<file path="src/rtl/seq_shifter.sv">
// Sequential barrel-free shifter: accepts one request, shifts up to STEP bits per cycle, holds result until taken.
// Optional rotate-right (op 100) is built only when SHIFTER_ROR_EN is defined.
module seq_shifter #(
  parameter int WIDTH = 16,
  parameter int STEP  = 1,
  parameter int AW    = $clog2(WIDTH)
) (
  input  logic             clk,
  input  logic             rst_n,
  input  logic             in_valid,
  output logic             in_ready,
  input  logic [WIDTH-1:0] in_data,
  input  logic [2:0]       in_op,
  input  logic [AW-1:0]    in_amt,
  output logic             out_valid,
  input  logic             out_ready,
  output logic [WIDTH-1:0] out_data,
  output logic             out_err,
  output logic             busy
);

  if ((WIDTH < 4) || ((WIDTH & (WIDTH - 1)) != 0)) begin : g_bad_width
    $error("seq_shifter: WIDTH must be a power of two and at least 4");
  end
  if ((STEP < 1) || (STEP > WIDTH - 1)) begin : g_bad_step
    $error("seq_shifter: STEP must be in 1..WIDTH-1");
  end

  localparam logic [AW-1:0] STEP_A = AW'(STEP);

  typedef enum logic [1:0] {
    IDLE  = 2'd0,
    SHIFT = 2'd1,
    DONE  = 2'd2
  } state_t;

  state_t           state_q, state_d;
  logic [WIDTH-1:0] work_q, work_d;
  logic [WIDTH-1:0] out_data_q, out_data_d;
  logic [WIDTH-1:0] shifted;
  logic [AW-1:0]    rem_q, rem_d;
  logic [AW-1:0]    step_amt;
  logic [2:0]       op_q, op_d;
  logic             out_valid_q, out_valid_d;
  logic             out_err_q, out_err_d;

  function automatic logic op_is_shift(input logic [2:0] op);
    case (op)
      3'b001, 3'b010, 3'b011: return 1'b1;
`ifdef SHIFTER_ROR_EN
      3'b100:                 return 1'b1;
`endif
      default:                return 1'b0;
    endcase
  endfunction

  // One shift step of s positions; s is never zero while shifting.
  function automatic logic [WIDTH-1:0] shift_step(input logic [2:0]       op,
                                                  input logic [WIDTH-1:0] val,
                                                  input logic [AW-1:0]    s);
    logic signed [WIDTH-1:0] sval;
    sval = $signed(val);
    case (op)
      3'b001:  return val << s;
      3'b010:  return val >> s;
      3'b011:  return $unsigned(sval >>> s);
`ifdef SHIFTER_ROR_EN
      3'b100:  return (val >> s) | (val << (WIDTH - int'(s)));
`endif
      default: return val;
    endcase
  endfunction

  always_comb begin
    state_d     = state_q;
    work_d      = work_q;
    rem_d       = rem_q;
    op_d        = op_q;
    out_data_d  = out_data_q;
    out_err_d   = out_err_q;
    out_valid_d = out_valid_q;
    step_amt    = (rem_q < STEP_A) ? rem_q : STEP_A;
    shifted     = shift_step(op_q, work_q, step_amt);

    case (state_q)
      IDLE: begin
        if (in_valid) begin
          work_d = in_data;
          op_d   = in_op;
          if (op_is_shift(in_op) && (in_amt != '0)) begin
            rem_d   = in_amt;
            state_d = SHIFT;
          end else begin
            rem_d       = '0;
            out_data_d  = in_data;
            out_err_d   = !((in_op == 3'b000) || op_is_shift(in_op));
            out_valid_d = 1'b1;
            state_d     = DONE;
          end
        end
      end
      SHIFT: begin
        work_d = shifted;
        rem_d  = rem_q - step_amt;
        if (rem_q == step_amt) begin
          out_data_d  = shifted;
          out_err_d   = 1'b0;
          out_valid_d = 1'b1;
          state_d     = DONE;
        end
      end
      DONE: begin
        if (out_ready) begin
          out_valid_d = 1'b0;
          state_d     = IDLE;
        end
      end
      default: begin
        out_valid_d = 1'b0;
        state_d     = IDLE;
      end
    endcase
  end

  always_ff @(posedge clk or negedge rst_n) begin
    if (!rst_n) begin
      state_q     <= IDLE;
      rem_q       <= '0;
      out_data_q  <= '0;
      out_err_q   <= 1'b0;
      out_valid_q <= 1'b0;
    end else begin
      state_q     <= state_d;
      rem_q       <= rem_d;
      out_data_q  <= out_data_d;
      out_err_q   <= out_err_d;
      out_valid_q <= out_valid_d;
    end
  end

  // Working operand and captured op are only meaningful after an accept.
  always_ff @(posedge clk) begin
    work_q <= work_d;
    op_q   <= op_d;
  end

  assign in_ready  = (state_q == IDLE);
  assign busy      = !in_ready;
  assign out_valid = out_valid_q;
  assign out_data  = out_data_q;
  assign out_err   = out_err_q;

endmodule

</file>
<file path="config.mk">
export PLATFORM = sky130hd
export DESIGN_NAME = seq_shifter
export DESIGN_NICKNAME = d
export VERILOG_FILES = /design/src/rtl/seq_shifter.sv
export SDC_FILE = /design/constraint.sdc
export NUM_CORES = 1
export LEC_CHECK = 0
export BUFFER_PORTS_ARGS = -buffer_cell sky130_fd_sc_hd__buf_2
export CORE_MARGIN = 4
export CORE_UTILIZATION = 55
export DETAILED_ROUTE_END_ITERATION = 7
export GPL_TIMING_DRIVEN = 0
export PLACE_DENSITY_LB_ADDON = 0.05
export SLEW_MARGIN = 25
export SYNTH_ARGS = -nofsm -noshare
export SYNTH_HDL_FRONTEND = slang
export SYNTH_SLANG_ARGS = --single-unit
</file>
<file path="constraint.sdc">
create_clock -name clk -period 4.9 [get_ports clk]
set_clock_uncertainty 0.05 [all_clocks]
set_input_delay 0.49 -clock clk [delete_from_list [all_inputs] [get_ports clk]]
set_output_delay 0.49 -clock clk [all_outputs]
set_load 0.01 [all_outputs]
</file>
Yosys cells after proc, flatten, opt, wreduce, memory -nomap -nowiden
Cells that the tools add are included.
Widths: inputs -> output; s select.
{"block": "word_totals", "register_bits": 43, "output_inout_bits": 20, "wordCells": 70}
{"block": "classes", "add_sub_neg": 1, "n_lt_le_gt_ge": 1, "eq_ne": 13, "shifts": 3, "mux": 31, "n_reduce_logical": 14}
{"operator": "$mux 16", "count": 4}
{"operator": "$pmux 16 s2", "count": 2}
{"operator": "$pmux 16 s3", "count": 1}
{"operator": "$shl 16x4->16", "count": 1}
{"operator": "$shr 16x4->16", "count": 1}
{"operator": "$sshr 16x4->16", "count": 1}
{"operator": "$mux 1", "count": 13}
{"operator": "$eq 3x2->1 const B", "count": 4}
{"operator": "$mux 4", "count": 3}
{"operator": "$mux 2", "count": 4}
{"operator": "$ne 2x2->1 const B", "count": 4}
{"operator": "$pmux 4 s2", "count": 1}
{"operator": "$reduce_and 4->1", "count": 2}
{"operator": "$eq 3x1->1 const B", "count": 2}
{"operator": "$pmux 2 s3", "count": 1}
{"operator": "$eq 4x4->1", "count": 1}
{"operator": "$lt 4x1->1 const B", "count": 1}
{"operator": "$reduce_and 2->1", "count": 2}
{"operator": "$reduce_bool 4->1", "count": 1}
{"operator": "$sub 4x4->4", "count": 1}
{"operator": "$logic_not 3->1", "count": 1}
{"operator": "$pmux 1 s3", "count": 1}
{"operator": "$reduce_and 3->1", "count": 1}
{"operator": "$reduce_or 3->1", "count": 1}
{"operator": "other kinds (8)", "count": 9}

Logic depth before layout (Yosys ltp)
{"block": "depth", "ltp_word": 14, "mapped_depth": 9}

Worst setup path after synthesis
Ideal clock, no wire load.
{"block": "synth_timing", "kind": "input-to-reg", "from": "input in_amt[0]", "to": "register out_data_q[0], in the netlist out_data[0]", "setup_ps": 125, "arrival_ps": 1964, "setup_slack_ps": 2761, "path_stages": 6, "n_path_buf": 2, "cell_sequence": "or4_1 a32oi_2 and2b_1 buf_6 buf_12 mux2_4"}
{"block": "synth_between", "elab_chain_cells": 4}
{"item": "start, declared", "line": "14", "source": "input logic [AW-1:0] in_amt,"}
{"item": "$reduce_bool 4->1", "line": "90", "source": "if (op_is_shift(in_op) && (in_amt != '0)) begin"}
{"item": "$logic_and 1x1->1", "line": "90"}
{"item": "$ne 2x2->1 (no source line)"}
{"item": "$reduce_and 4->1 (no source line)"}
{"item": "end signal, assigned", "line": "135", "source": "out_data_q <= out_data_d;"}
{"item": "end, declared", "line": "39", "source": "logic [WIDTH-1:0] out_data_q, out_data_d;"}
Every way passes these cells.
A chain may end at the register's enable or synchronous reset.

Worst setup path after layout
{"block": "layout_timing", "from": "register rem_q[2]", "to": "register out_data_q[7], in the netlist out_data[7]"}
{"block": "layout_between", "elab_chain_cells": 6}
{"item": "start, declared", "line": "41", "source": "logic [AW-1:0] rem_q, rem_d;"}
{"item": "start signal, assigned", "line": "134", "source": "rem_q <= rem_d;"}
{"item": "$lt 4x1->1", "line": "82", "source": "step_amt = (rem_q < STEP_A) ? rem_q : STEP_A;"}
{"item": "$mux 4", "line": "82"}
{"item": "$sshr 16x4->16, or another cell as far along", "line": "66", "source": "3'b011: return $unsigned(sval >>> s);"}
{"item": "$pmux 16 s3", "line": "63", "source": "case (op)"}
{"item": "$mux 16", "line": "105", "source": "if (rem_q == step_amt) begin"}
{"item": "$pmux 16 s2", "line": "85", "source": "case (state_q)"}
Parallel ways exist; a longest one is shown, timed or not. The select of a mux whose other input is x is not followed.

==> impl_metrics.ini <==
[status]
outcome = finished, final reports clean

[sta]
rsz0062_at_grt = no
period_needed_ns = 2.35
fin_crit_sh = 0.479
slew_headroom = 0.530
finalHoldViolations = 0
max_freq_mhz = 426
setup-tns-final_ns = 0
setup_violations = 0
worst_pin_slew_ns = 0.705
finalMaxSlewViolations = 0

[logic_synthesis]
synthFlopType = dfrtp_1
synthMostInstantiatedCell = dfrtp_1
avgSynthCellArea_um2 = 11.2
synth_top_area_frac = 0.249
yosysTopAreaCell = dfrtp_1
netlist_top_cells_count = dfrtp_1, edfxtp_1, nand2b_1, nand2_1, a21oi_1
ys_seq_elements = 43
syn_nets = 243
synthTopCellsByArea = dfrtp_1, edfxtp_1, mux2_4, or3b_2, nand2b_1
synthArstFlopShare = 0.558
ys_types = 41
ys_seq_area_frac = 0.485
synth_cells = 215
synth_edf_count = 19
netlist_area_um2 = 2410
ys_warn_count = 0

[clock_tree]
post_cts_buffers = 0
clock_latency_ns = 0.29
clkSlewWorstSetupHoldPaths_ns = 0.09
tritoncts = done
cts_inserted_buffers = 5
cts_num_sinks = 43
post_cts_resized = 0
ctsRootBufferMaster = clkbuf_8
cts_max_level = 2
hold_buffers = 0
clk_path_buf_depth = 2

[power]
seqPwrFrac = 0.387
p_switching_w = 0.000718
p_int_w = 0.00118
p_leak_nw = 1.18
p_per_area_nw_per_um2 = 673
combPwrFrac = 0.468
clkPwrFrac = 0.145
peakVddDrop_v = 0.000375
switching_share = 0.379

[route]
first_iter_violations = 128
firstDrtPassIters = 4
vias = 1835
viasPerCell = 5.75
postRouteAntennaNets = 0
drt-wirelength-per-cell_um = 16.6
wirelength_um = 5310
drc = 0

[floorplan]
rows = 23
die_area_um2 = 5510
io-pin-count = 47
die_height_um = 74.2
initial_utilization = 0.587
core-area_um2 = 4120
die_x_um = 74.2

[global_route]
grt_pass1_wl_um = 8660
gr-usage-all-layers = 0.207
grt_antenna_before_repair = 0
grt_max_degree = 25
overflow = 0
grt_pass1_vias = 1833

[worst_setup_path]
worst-setup-path-type = reg -> reg
cp_slowest_cell = dfrtp_1
path_cells = nor3_1, or2_2, ha_1, nand4bb_1, a32oi_2, and2b_1, buf_6, buf_12, mux2_4
max_stage_delay_ns = 0.47
crit_arrival_ns = 2.47
crit_fanout = 10
critPathLaunchType = flip-flop
setup.worst_path.end_class = flip-flop
critPathRequiredTime_ns = 5.02

[placed_design]
routabilityCongestion = 0.827
portBuffers = 46
dpl.hpwl_um = 3840
dp_cells = 311

[cells_and_area]
layout.nets = 296
fin_util = 0.685
diodes = 0
drive_above_1_share = 0.379
finalNonFillerCells = 319
area_growth_pct = 16.7

[min_path]
min_path_type = in -> async

[run]
drv_cap = 0
## area by class of cell
type	instances	area, µm²
Buffer	16	98.8
Clock inverter	3	42.5
Tap cell	50	62.6
Clock buffer	5	68.8
Multi-Input combinational cell	150	1120
Sequential cell	43	1170
Inverter	6	22.5
Fill cell	328	1300
Timing Repair Buffer	46	230
## registers in the layout (all words and copies together), names as in the netlist
register   cells
op_q           3
work_q        16
out_data      16
rem_q          4
state_q        2
out_valid      1
out_err        1
## power groups by stage
stage	registers [W]	logic [W]	clock network, W
after floorplan	0.000742	0.000619	0
after global placement	0.000734	0.000872	0
after detailed placement	0.000736	0.000894	0
after CTS	0.000733	0.000895	0.000282
after global routing	0.000760	0.000986	0.000294
final	0.000734	0.000887	0.000276
## cells by family after synthesis
kind of cell / count (synthesis) / share of synthesized area
mux: 17 / 0.0933
compound gates: 60 / 0.181
fa+ha+maj: 1 / 0.00518
buf+inv: 22 / 0.0503
simple gates: 72 / 0.185
flops: 43 / 0.485
## metal layers
layer	global-route usage	up-vias	part of all wire
met5	0	-	0
met4	0.0514	0	0.0081
met3	0.0473	4	0.053
met2	0.348	45	0.48
met1	0.272	878	0.45
li1	-	908	-
## worst max-delay path: cells and delay by family, from the launching register on
family	cells	cell delay [ns]
compound gates	1	0.23
flops	1	0.47
fa+ha+maj	1	0.17
buf+inv	2	0.31
simple gates	4	0.70
mux	1	0.30
## layout by cell type, fill, tap and decap left out, drive strengths merged, types with 2 or more instances in the layout
master,n
nor2b,2
nor3,2
nor4,2
buf,55
edfxtp,19
or3b,14
and3,2
a211oi,15
or2,2
o21ai,3
nor2,9
o21ba,2
o31ai,14
mux2,17
or4,2
dfrtp,24
nand2,16
a221o,2
a21oi,16
clkbuf,12
inv,7
nand2b,17
## worst paths after layout
kind,from,end,slack (ns),cells past startpoint
max in group asynchronous,rst_n,out_data[9]$_DFFE_PN0P_,4.30,1
worst min register to register,out_data[6]$_DFFE_PN0P_,out_data[6]$_DFFE_PN0P_,0.46,1
worst max-delay path,rem_q[2]$_DFFE_PN0P_,out_data[7]$_DFFE_PN0P_,2.55,9
min in group clk,in_op[0],op_q[0]$_DFFE_PP_,0.34,1
worst min-delay path,rst_n,rem_q[3]$_DFFE_PN0P_,0.13,1
worst max register to register,rem_q[2]$_DFFE_PN0P_,out_data[7]$_DFFE_PN0P_,2.55,9
## metrics by stage
stage	hold WS, ns	instance area [µm²]	power [W]	worst slack, ns
3_5_place_dp	0.441	2710	0.00163	2.52
5_1_grt	0.162	2820	0.00204	2.39
4_1_cts	0.146	2820	0.00191	2.54
6_report	0.127	2820	0.00190	2.55
3_3_place_gp	0.434	2710	0.00161	2.53
2_1_floorplan	0.144	2410	0.00136	2.76
(Power assumes the default switching activity.)
